**src/rtl/gen_reg_file.sv**
```systemverilog
// General-purpose register file with per-register load/arith/shift ops
// and two independent combinational read ports.
module gen_reg_file #(
    parameter int WIDTH = 8,
    parameter int DEPTH = 8,
    parameter int SAT   = 0,
    localparam int SW   = (DEPTH > 1) ? $clog2(DEPTH) : 1
) (
    input  logic             CLK,
    input  logic             Reset_n,
    input  logic             En,
    input  logic [2:0]       FunSel,
    input  logic [DEPTH-1:0] RegSel,
    input  logic [WIDTH-1:0] I,
    input  logic [SW-1:0]    O1Sel,
    input  logic [SW-1:0]    O2Sel,
    output logic [WIDTH-1:0] O1,
    output logic [WIDTH-1:0] O2,
    output logic             Z1,
    output logic             Z2,
    output logic             Ovf
);

    localparam logic [WIDTH-1:0] ONES = '1;
    localparam logic [WIDTH-1:0] ONE  = WIDTH'(1);

    logic [WIDTH-1:0] regs [DEPTH];
    logic [WIDTH-1:0] nxt  [DEPTH];
    logic [DEPTH-1:0] hit;
    logic             ovf_q;

    // Candidate next value and overflow event for every register
    always_comb begin
        for (int k = 0; k < DEPTH; k++) begin
            nxt[k] = regs[k];
            hit[k] = 1'b0;
            unique case (FunSel)
                3'b000: nxt[k] = regs[k];
                3'b001: nxt[k] = '0;
                3'b010: nxt[k] = I;
                3'b011: begin
                    if (regs[k] == ONES) begin
                        hit[k] = 1'b1;
                        nxt[k] = (SAT != 0) ? ONES : '0;
                    end else begin
                        nxt[k] = regs[k] + ONE;
                    end
                end
                3'b100: begin
                    if (regs[k] == '0) begin
                        hit[k] = 1'b1;
                        nxt[k] = (SAT != 0) ? '0 : ONES;
                    end else begin
                        nxt[k] = regs[k] - ONE;
                    end
                end
                3'b101: begin
                    hit[k] = regs[k][WIDTH-1];
                    nxt[k] = {regs[k][WIDTH-2:0], 1'b0};
                end
                3'b110: begin
                    hit[k] = regs[k][0];
                    nxt[k] = {1'b0, regs[k][WIDTH-1:1]};
                end
                3'b111: begin
                    nxt[k] = {regs[k][WIDTH-2:0], regs[k][WIDTH-1]};
                end
            endcase
        end
    end

    // Register array and event flag; unselected registers hold
    always_ff @(posedge CLK or negedge Reset_n) begin
        if (!Reset_n) begin
            for (int k = 0; k < DEPTH; k++) regs[k] <= '0;
            ovf_q <= 1'b0;
        end else if (En) begin
            for (int k = 0; k < DEPTH; k++) begin
                if (RegSel[k]) regs[k] <= nxt[k];
            end
            ovf_q <= |(hit & RegSel);
        end else begin
            ovf_q <= 1'b0;
        end
    end

    // Read ports; out-of-range indices read as zero
    always_comb begin
        O1 = '0;
        O2 = '0;
        if (int'(O1Sel) < DEPTH) O1 = regs[O1Sel];
        if (int'(O2Sel) < DEPTH) O2 = regs[O2Sel];
        Z1 = (O1 == '0);
        Z2 = (O2 == '0);
    end

    assign Ovf = ovf_q;

endmodule

```
**config.mk**
```make
export PLATFORM = sky130hd
export DESIGN_NAME = gen_reg_file
export DESIGN_NICKNAME = d
export VERILOG_FILES = /design/src/rtl/gen_reg_file.sv
export SDC_FILE = /design/constraint.sdc
export NUM_CORES = 1
export LEC_CHECK = 0
export ABC_AREA = 1
export CAP_MARGIN = 25
export CORE_MARGIN = 10
export CORE_UTILIZATION = 50
export CTS_BUF_LIST = sky130_fd_sc_hd__clkbuf_8
export DETAILED_ROUTE_END_ITERATION = 8
export PLACE_DENSITY = 0.69
export REMOVE_ABC_BUFFERS = 1
export SLEW_MARGIN = 15
export SYNTH_ARGS = -nofsm -noshare
export SYNTH_HDL_FRONTEND = slang
export SYNTH_SLANG_ARGS = --single-unit
```
**constraint.sdc**
```tcl
create_clock -name CLK -period 2.9 [get_ports CLK]
set_clock_uncertainty 0.2 [all_clocks]
set_input_delay 0.58 -clock CLK [delete_from_list [all_inputs] [get_ports CLK]]
set_output_delay 0.58 -clock CLK [all_outputs]
set_load 0.01 [all_outputs]
```
======== After elaboration in Yosys (flattened, before gate mapping) ========
Cells that the tools add are included.
storage, ports and cells
  input bits .............................. 28
  register bits after elaboration ......... 65
  output and inout port bits .............. 19
  logic and storage cells ................. 121
cells by class
  reductions and logical operators ........ 20
  equality and inequality tests ........... 15
  add/sub/neg operators ................... 16
  bitwise gates (word level) .............. 4
  mux-type cells .......................... 55
  $lt $le $gt $ge ......................... 2
operators with widths
  cell                                                                 count
  8-bit case mux with 7 select lines                                   8
  8-bit two-way mux                                                    20
  8-bit logical NOT                                                    10
  8-bit by 1-bit adder with 8-bit output (second input constant)       8
  8-bit == test (second input constant)                                8
  8-bit by 1-bit subtractor with 8-bit output (second input constant)  8
  8-bit binary-select mux with 3-bit select                            2
  1-bit case mux with 4 select lines                                   8
  3-bit AND reduction                                                  8
  1-bit two-way mux                                                    17
  3-bit == test (second input constant)                                4
  8-bit AND                                                            1
  4-bit >= comparator (second input constant)                          2
  3-bit NOT with 4-bit output                                          2
  8-bit OR reduction                                                   1
  3-bit by 2-bit == test with 1-bit output (second input constant)     2
  3-bit by 1-bit == test with 1-bit output (second input constant)     1
  3-bit logical NOT                                                    1
  1-bit NOT                                                            1

======== Logic depth before layout (Yosys ltp) ========
Gate-level depths: netlist of the first run.
  depth after elaboration ................. 6
  gate-level depth with buffers ........... 12
  depth with buffers taken out ............ 12

======== Worst setup path after synthesis of the first run ========
Ideal clock, no wire load.
  path kind ............................... in2out
  start ................................... in O1Sel[1]
  end ..................................... out Z1
  setup slack ............................. 392 ps
  stages on the path ...................... 10
  buffers on the path ..................... 2
  data arrival time ....................... 1728 ps
  data required time ...................... 2120 ps
  cells stage by stage .................... buf_2 -> inv_1 -> buf_2 -> a21oi_1 -> o21ai_0 -> nand2_1 -> o21a_1 -> nor2_1 -> nand2_1 -> nor2_1
on the way
  longest elaborated chain between the ends .. 5
ends and longest elaborated chain
  item                                                   line  source
  start, declared                                        15    input logic [SW-1:0] O1Sel,
  3-bit NOT with 4-bit output (not written as such)      91    if (int'(O1Sel) < DEPTH) O1 = regs[O1Sel];
  8-bit binary-select mux with 3-bit select              91
  8-bit two-way mux (not written as such) (2 in series)  91
  named net O1[5]                                        17    output logic [WIDTH-1:0] O1,
  8-bit logical NOT                                      93    Z1 = (O1 == '0);
  end, declared                                          19    output logic Z1,
The timed path passes the listed nets, and every way through them passes these cells. The select of a mux whose other input is x is not followed.

======== Worst setup path in the final report of the first run ========
  start ................................... in O2Sel[1]
  end ..................................... out O2[0]
on the way
  longest elaborated chain between the ends .. 4
ends and longest elaborated chain
  item                                                   line  source
  start, declared                                        16    input logic [SW-1:0] O2Sel,
  3-bit NOT with 4-bit output (not written as such)      92    if (int'(O2Sel) < DEPTH) O2 = regs[O2Sel];
  8-bit binary-select mux with 3-bit select              92
  8-bit two-way mux (not written as such) (2 in series)  92
  end, declared                                          18    output logic [WIDTH-1:0] O2,
Every way passes these cells. The select of a mux whose other input is x is not followed.

==> results of run 1 <==
[stage by stage]
step	std cells	util, %	instance area [sq um]	hold slack, ns
floorplan	1306	-	7670	0.0844
global placement	1712	60.4	9630	0.343
detailed placement	1713	60.5	9640	0.347
CTS	1734	62.0	9890	0.391
global route	1736	62.4	9940	0.416
finish	1736	62.4	9940	0.413
[sequential cells by signal, indices dropped and copies added, names as in the netlist]
| signal | count |
|---|---|
| regs | 64 |
| Ovf | 1 |
[critical path, delay by kind of cell]
family / cells / cell delay [ns]
simple gates: 1 / 0.08
compound gates: 3 / 0.36
buf+inv: 6 / 0.98
[power groups by stage]
stage / Combinational [W] / Sequential, W / Clock [W]
2_1_floorplan: 0.00167 / 0.00143 / 0
3_3_place_gp: 0.00310 / 0.00133 / 0
3_5_place_dp: 0.00312 / 0.00133 / 0
4_1_cts: 0.00313 / 0.00132 / 0.000873
5_1_grt: 0.00358 / 0.00135 / 0.000915
6_report: 0.00322 / 0.00133 / 0.000866
[cells by family after synthesis]
logic type / Yosys count
XOR/XNOR: 8
adder cells (fa/ha/maj): 22
AO/OA/AOI/OAI: 381
buffers and inverters: 230
AND/OR/NAND/NOR: 688
flip-flops: 65
[routing by layer]
metal / wire length [um] / global-route usage (%)
met5: 0 / 0
met4: 1370 / 11.8
met3: 4490 / 7.66
met2: 14000 / 43.6
met1: 13600 / 40.9
[placed cells by master, fill, tap and decap left out, drive strengths merged, types with 16 or more instances in the layout]
| master | count |
|---|---|
| ha | 22 |
| nand2 | 351 |
| o21ai | 184 |
| inv | 136 |
| clkdlybuf4s50 | 23 |
| dfrtp | 65 |
| nand4 | 32 |
| a21oi | 133 |
| buf | 153 |
| o21a | 16 |
| nor3 | 16 |
| nor2 | 113 |
| nand3 | 158 |
[worst min path at each step]
stage | from | end | slack, ns | cells after the start
final | regs[14] | regs[14] | 0.41 | 2
after global routing | regs[14] | regs[14] | 0.42 | 2
after CTS | regs[14] | regs[14] | 0.39 | 2
after detailed placement | Reset_n | regs[19] | 0.35 | 1
after global placement | Reset_n | regs[19] | 0.34 | 1
after floorplan | Reset_n | Ovf | 0.08 | 0
[cell type report]
type                    instances  share of cell area (%)
well taps                     216                    2.72
repair inverters                1                  0.0503
clock buffers                  10                    1.38
clock inverters                 6                   0.680
inverters                     142                    5.44
multi-input cells            1099                    55.5
repair buffers                197                    17.9
flip-flops and latches         65                    16.4
[what timing repair did]
action,in CTS,in global routing
setup buffers,3,0
hold buffers,1,0
gates cloned,1,2
resized for setup,56,12
setup endpoints to repair,18,2
pin swaps,1,2
endpoints found under the hold margin,26,0
==> out/qor.tcl, run 1 <==
set qor(finalSetupViolations) 0
set qor(standard_cell_row_count) 46
set qor(drv_slew) 0
set qor(p_comb_share_pct) 59.4
set qor(yosys.area_share.adder_pct) 3.37
set qor(synthesis.yosys.warnings) 0
set qor(design.core.area_sq_um) 15900
set qor(crit-reg2reg-capture) {Ovf}
set qor(hold_viol) 0
set qor(synth.top_cells.by_count) {nand2_1, o21ai_0, nand3_1}
set qor(synth_top_family_by_area) {simple AND/OR/NAND/NOR gates}
set qor(totalNegativeSetupSlack_ns) 0
set qor(yosys.area_share.xor_xnor_pct) 0.858
set qor(avgViaCountPerCell) 6.06
set qor(cp_max_fo) 11
set qor(timing.final.ws_setup_ns) 0.117
set qor(power.leakage_nw) 4.77
set qor(synth-edff-count) 0
set qor(die_area_sq_um) 21900
set qor(power.clock.fraction_pct) 16.0
set qor(mappedNetlistArea_sq_um) 8170
set qor(netlist_top_cells_area) {dfrtp_1, nand2_1, o21ai_0, nand3_1, a21oi_1}
set qor(multi_input_comb_area_sq_um) 5520
set qor(dp_worst_setup_slack_ns) -0.596
set qor(remaining_drc_errors) 0
set qor(timing.critical_path.from_type) {input pin}
set qor(worst_r2r_path_depth) 13
set qor(synthCells) 1394
set qor(cts_buffer_depth) 2
set qor(wl_per_cell_um) 19.2
set qor(cell_internal_pwr_w) 0.00275
set qor(simple_gate_portion_of_the_synthesized_area_pct) 37.1
set qor(synth_compound_gate_area_share_pct) 26.1
set qor(worstPathArrival_ns) 2.00
set qor(dieWidth_um) 148
set qor(crit_path_end) {O2[0]}
set qor(cts_tree) {built}
set qor(cts_root_buf) {clkbuf_8}
set qor(yosys.area.top_type) {dfrtp_1}
set qor(p_sw_w) 0.00267
set qor(power-per-cell-area_nw_per_um2) 545
set qor(ctsHtreeMaxLevel) 3
set qor(yosys.cell_count.top_type) {nand2_1}
set qor(worst_path_max_stage_delay_ns) 0.27
set qor(result_of_the_run) {complete, no violations}
set qor(detailedRoute.firstPassIterationCount) 6
set qor(min_period_ns) 2.78
set qor(critical_path.cell_chain) {dlygate4sd2_1 -> inv_2 -> buf_12 -> buf_4 -> a21oi_1 -> o21ai_0 -> nand2_1 -> o21a_1 -> buf_4 -> dlygate4sd2_1}
set qor(worst_pin_slew_ns) 1.03
set qor(synth_top_cell_area_share_pct) 19.9
set qor(floorplan.io_pins) 47
set qor(fraction_of_the_yosys_area_taken_by_sequential_cells_pct) 19.9
set qor(synth_cell_types) 45
set qor(hold_class) {flip-flop to flip-flop}
set qor(first_pass_grt_wire_length_mm) 52.2
set qor(ir_worst_vdd_mv) 0.268
set qor(finalWirelength_mm) 33.4
set qor(numPortBuffers) 46
set qor(synth_seq_cells) 65
set qor(grt.overflow.total) 0
set qor(worst-setup-path-type) {input pin to output pin}
set qor(antenna_found_initial) 0
set qor(unrepaired_setup_endpoints_after_global_routing) {no}
set qor(fmaxAchievable_mhz) 359
set qor(first_global_vias) 9259
set qor(grt_start_max_net_pins) 40
set qor(fill_cells) 1588
set qor(async_reset_ff_share_pct) 100
set qor(via_count) 10500
set qor(numnets_final) 1565
set qor(detail_route.iter0.violations) 1644
set qor(cts.clk_slew.worst_paths_ns) 0.08
set qor(die_y_um) 148
set qor(critPathSlowestCell) {dlygate4sd2_1}
set qor(groute.usage.overall_pct) 29.8
set qor(seqCellArea_sq_um) 1630
set qor(cts.sink_count) 65
set qor(setup.worst_path.start) {O2Sel[1]}
set qor(post_synth_mux_area_share_pct) 0
set qor(area_growth_syn_to_layout_pct) 21.7
set qor(total_power_w) 0.00542
set qor(synth_flop_cell) {dfrtp_1}
set qor(reg2reg_slack_ns) 0.53
set qor(pwr-share-seq_pct) 24.6
set qor(max_cap_viol_count) 0
set qor(setup.worst_path.end_class) {output pin}
set qor(syn-mean-instance-area_sq_um) 5.86
set qor(post-dp-hpwl_mm) 25.0
set qor(gp_congestion) 1.07
set qor(finalCritPeriodShare_pct) 96.0
set qor(cts_inserted_buffers) 9
set qor(critical_path_rt_ns) 2.12
set qor(power.switching_fraction_pct) 49.3
set qor(clock_latency_at_the_later_pin_of_the_worst_skew_pair_ns) 0.39
set qor(antenna-diode-count) 0
set qor(rr_startpoint) {regs[32]}
set qor(post_route_cells_drive_above_1_share_pct) 14.7
set qor(slew_headroom_pct) 30.8
set qor(antenna_left) 0
set qor(initial_core_util_pct) 51.2
Note: power is estimated with default switching activity, not from simulation.
==> run 2, diff against run 1 <==
Clock period 2.9 ns to 3.1 ns, I/O delays scaled along.
==> run 2 against run 1 <==
  * Setup slack worse by 0.042 ns
  * Via count shrank 1.8%
  * Count of clock-buffer cells in the layout rose by 1
  * Register-to-register slack better by 0.24 ns
  * Design area decreased by 1.6%
  * Critical path type unchanged
  * Largest cell class unchanged
==> out/qor.tcl, run 2 (synthesis gave the netlist of run 1 again) <==
set qor(cts_inserted_buffers) 9 ;# unchanged
set qor(fmaxAchievable_mhz) 331
set qor(gp_congestion) 1.04 ;# was 1.07
set qor(power.leakage_nw) 4.72 ;# was 4.77 nW
set qor(timing.critical_path.from_type) {input pin} ;# unchanged
set qor(cts.clk_slew.worst_paths_ns) 0.08 ;# about the same
set qor(totalNegativeSetupSlack_ns) 0 ;# unchanged
set qor(reg2reg_slack_ns) 0.77 ;# was 0.53 ns
set qor(initial_core_util_pct) 51.2 ;# unchanged
set qor(die_y_um) 148 ;# unchanged
set qor(most_common_cell_after_layout_fill_and_taps_aside) {nand2_1} ;# unchanged
set qor(area_growth_syn_to_layout_pct) 19.7 ;# was 21.7%
set qor(grt.overflow.total) 0 ;# unchanged
set qor(worst-setup-path-type) {input pin to output pin} ;# unchanged
set qor(design.core.area_sq_um) 15900 ;# unchanged
set qor(wl_per_cell_um) 19.6 ;# was 19.2 um
set qor(avgViaCountPerCell) 6.02 ;# was 6.06
set qor(largest_reg_flops) 64 ;# unchanged
set qor(path_common_cell) {nand2_1}
set qor(dieWidth_um) 148 ;# unchanged
set qor(via_count) 10300 ;# was 10500
set qor(most-common-layout-cells) {nand2_1, o21ai_0, nand3_1} ;# was nand2_1, nand3_1, o21ai_0
set qor(dp_worst_setup_slack_ns) -0.540 ;# was -0.596 ns
set qor(worst_pin_slew_ns) 0.944 ;# was 1.03 ns
set qor(finalCritPeriodShare_pct) 97.6
set qor(numPortBuffers) 46 ;# unchanged
set qor(timing.final.ws_setup_ns) 0.0745 ;# was 0.117 ns
set qor(standard_cell_row_count) 46 ;# unchanged
set qor(floorplan.io_pins) 47 ;# unchanged
set qor(cp_max_fo) 11 ;# unchanged
set qor(groute.usage.overall_pct) 29.7 ;# was 29.8%
set qor(max_cap_viol_count) 0 ;# unchanged
set qor(die_area_sq_um) 21900 ;# unchanged
set qor(worst-path-buf-inv) 5 ;# was 6
set qor(ctsHtreeMaxLevel) 3 ;# unchanged
set qor(result_of_the_run) {complete, no violations} ;# unchanged
set qor(hold_viol) 0 ;# unchanged
set qor(fill_cells) 1582 ;# was 1588
set qor(detail_route.iter0.violations) 1271 ;# was 1644
set qor(slew_headroom_pct) 37.0 ;# was 30.8%
set qor(hold_class) {input pin to async pin} ;# was flip-flop to flip-flop
set qor(regMostFlops) {regs} ;# unchanged
set qor(multi_input_comb_area_sq_um) 5520 ;# unchanged
set qor(finalSetupViolations) 0 ;# unchanged
set qor(power-per-cell-area_nw_per_um2) 526 ;# was 545 nW/um^2
set qor(detailedRoute.firstPassIterationCount) 8 ;# was 6
set qor(min_period_ns) 3.03
set qor(grt_start_max_net_pins) 66 ;# was 40
set qor(seqCellArea_sq_um) 1630 ;# unchanged
set qor(cp_top_family) {buffers and inverters} ;# unchanged
set qor(first_global_vias) 8985 ;# was 9259
set qor(cts_buffer_depth) 2 ;# unchanged
set qor(cts.sink_count) 65 ;# unchanged
set qor(antenna_left) 0 ;# unchanged
set qor(ir_worst_vdd_mv) 0.280 ;# was 0.268 mV
set qor(post_route_cells_drive_above_1_share_pct) 13.4 ;# was 14.7%
set qor(finalWirelength_mm) 33.6 ;# was 33.4 mm
set qor(antenna_found_initial) 0 ;# unchanged
set qor(cts_root_buf) {clkbuf_8} ;# unchanged
set qor(unrepaired_setup_endpoints_after_global_routing) {yes} ;# was no
set qor(cts_tree) {built} ;# unchanged
set qor(first_pass_grt_wire_length_mm) 51.9 ;# was 52.2 mm
set qor(critical_path_rt_ns) 2.28 ;# was 2.12 ns
set qor(antenna-diode-count) 0 ;# unchanged
set qor(clock_latency_at_the_later_pin_of_the_worst_skew_pair_ns) 0.38 ;# was 0.39 ns
set qor(remaining_drc_errors) 0 ;# unchanged
set qor(critPathSlowestCell) {dlygate4sd2_1} ;# unchanged
set qor(critical_path.cell_chain) {dlygate4sd2_1 -> inv_2 -> buf_12 -> buf_4 -> a21oi_1 -> o21ai_0 -> nand2_1 -> o21a_1 -> nor2_1 -> nand2_1 -> nor2_2 -> buf_2} ;# was dlygate4sd2_1 -> inv_2 -> buf_12 -> buf_4 -> a21oi_1 -> o21ai_0 -> nand2_1 -> o21a_1 -> buf_4 -> dlygate4sd2_1
set qor(post-dp-hpwl_mm) 24.9 ;# was 25.0 mm
set qor(worstPathArrival_ns) 2.21 ;# was 2.00 ns
set qor(cts_hold_buf) 0 ;# was 1
set qor(setup.worst_path.end_class) {output pin} ;# unchanged
set qor(drv_slew) 0 ;# unchanged
set qor(worst_path_max_stage_delay_ns) 0.27 ;# about the same
set qor(numnets_final) 1546 ;# was 1565
[run 2: cell count changes in the layout (fill, tap and decap cells not counted), sizes merged]
cell / previous run / this run
buf: 153 / 135
bufinv: 1 / 3
clkbuf: 14 / 12
clkdlybuf4s15: 1 / 3
clkinv: 6 / 7
clkinvlp: 6 / 0
dlygate4sd3: 1 / 0
dlymetal6s2s: 0 / 2
inv: 136 / 137
[run 2: worst reg2reg max path: stages (launching register included)]
cell and delay [ns]:
dfrtp_1 0.40, inv_1 0.17, buf_4 0.17, ha_1 0.16
nand2_1 0.10, nor2_1 0.25, nand3_1 0.20, nand3b_1 0.14
nand2_1 0.07, nand2_1 0.09, nor2_1 0.05, a21oi_1 0.23
[run 2: worst paths after layout]
kind | from | end | depth (start not counted)
hold / removal | Reset_n | regs[21] | 1
setup reg to reg | regs[17] | Ovf | 11
setup / recovery | O1Sel[0] | Z1 | 12
hold reg to reg | regs[22] | regs[22] | 3
min in group CLK | regs[22] | regs[22] | 3
max in group asynchronous | Reset_n | regs[56] | 1
[run 2: what timing repair did]
action / in CTS / in global routing
endpoints found under the setup margin: 18 / 9
resized for setup: 39 / 12
cloned: 0 / 3
pin swaps: 2 / 5
hold endpoints to repair: 0 / 0
setup buffers: 0 / 3
[run 2: per-stage QoR]
stage          hold slack, ns  cell area [sq um]  utilization (%)  power [W]  cells
2_1_floorplan           0.124               7670                -    0.00290   1306
3_3_place_gp            0.385               9460             59.3    0.00409   1695
3_5_place_dp            0.396               9460             59.3    0.00410   1695
4_1_cts                 0.211               9710             60.9    0.00506   1711
5_1_grt                 0.216               9780             61.3    0.00552   1717
6_report                0.160               9780             61.3    0.00515   1717
[run 2: report_power, final]
part           switching, W  total [W]  internal [W]
Sequential         0.000251    0.00129       0.00104
Combinational       0.00182    0.00289       0.00107
Clock              0.000396   0.000974      0.000578
Total               0.00247    0.00515       0.00268
[run 2: layout make-up]
| type | instances | area share, % |
|---|---|---|
| Multi-Input combinational cell | 1099 | 56.4 |
| Sequential cell | 65 | 16.6 |
| Timing Repair Buffer | 179 | 16.1 |
| Inverter | 142 | 5.48 |
| Tap cell | 216 | 2.76 |
| Clock buffer | 11 | 1.55 |
| Clock inverter | 5 | 1.05 |
[run 2: routing by layer]
layer / up-vias / track usage [%] / part of all wire (%)
li1: 4921 / - / -
met1: 4655 / 41.6 / 43
met2: 658 / 43.3 / 42
met3: 97 / 6.04 / 12
met4: 0 / 12.1 / 3.7
met5: - / 0 / 0
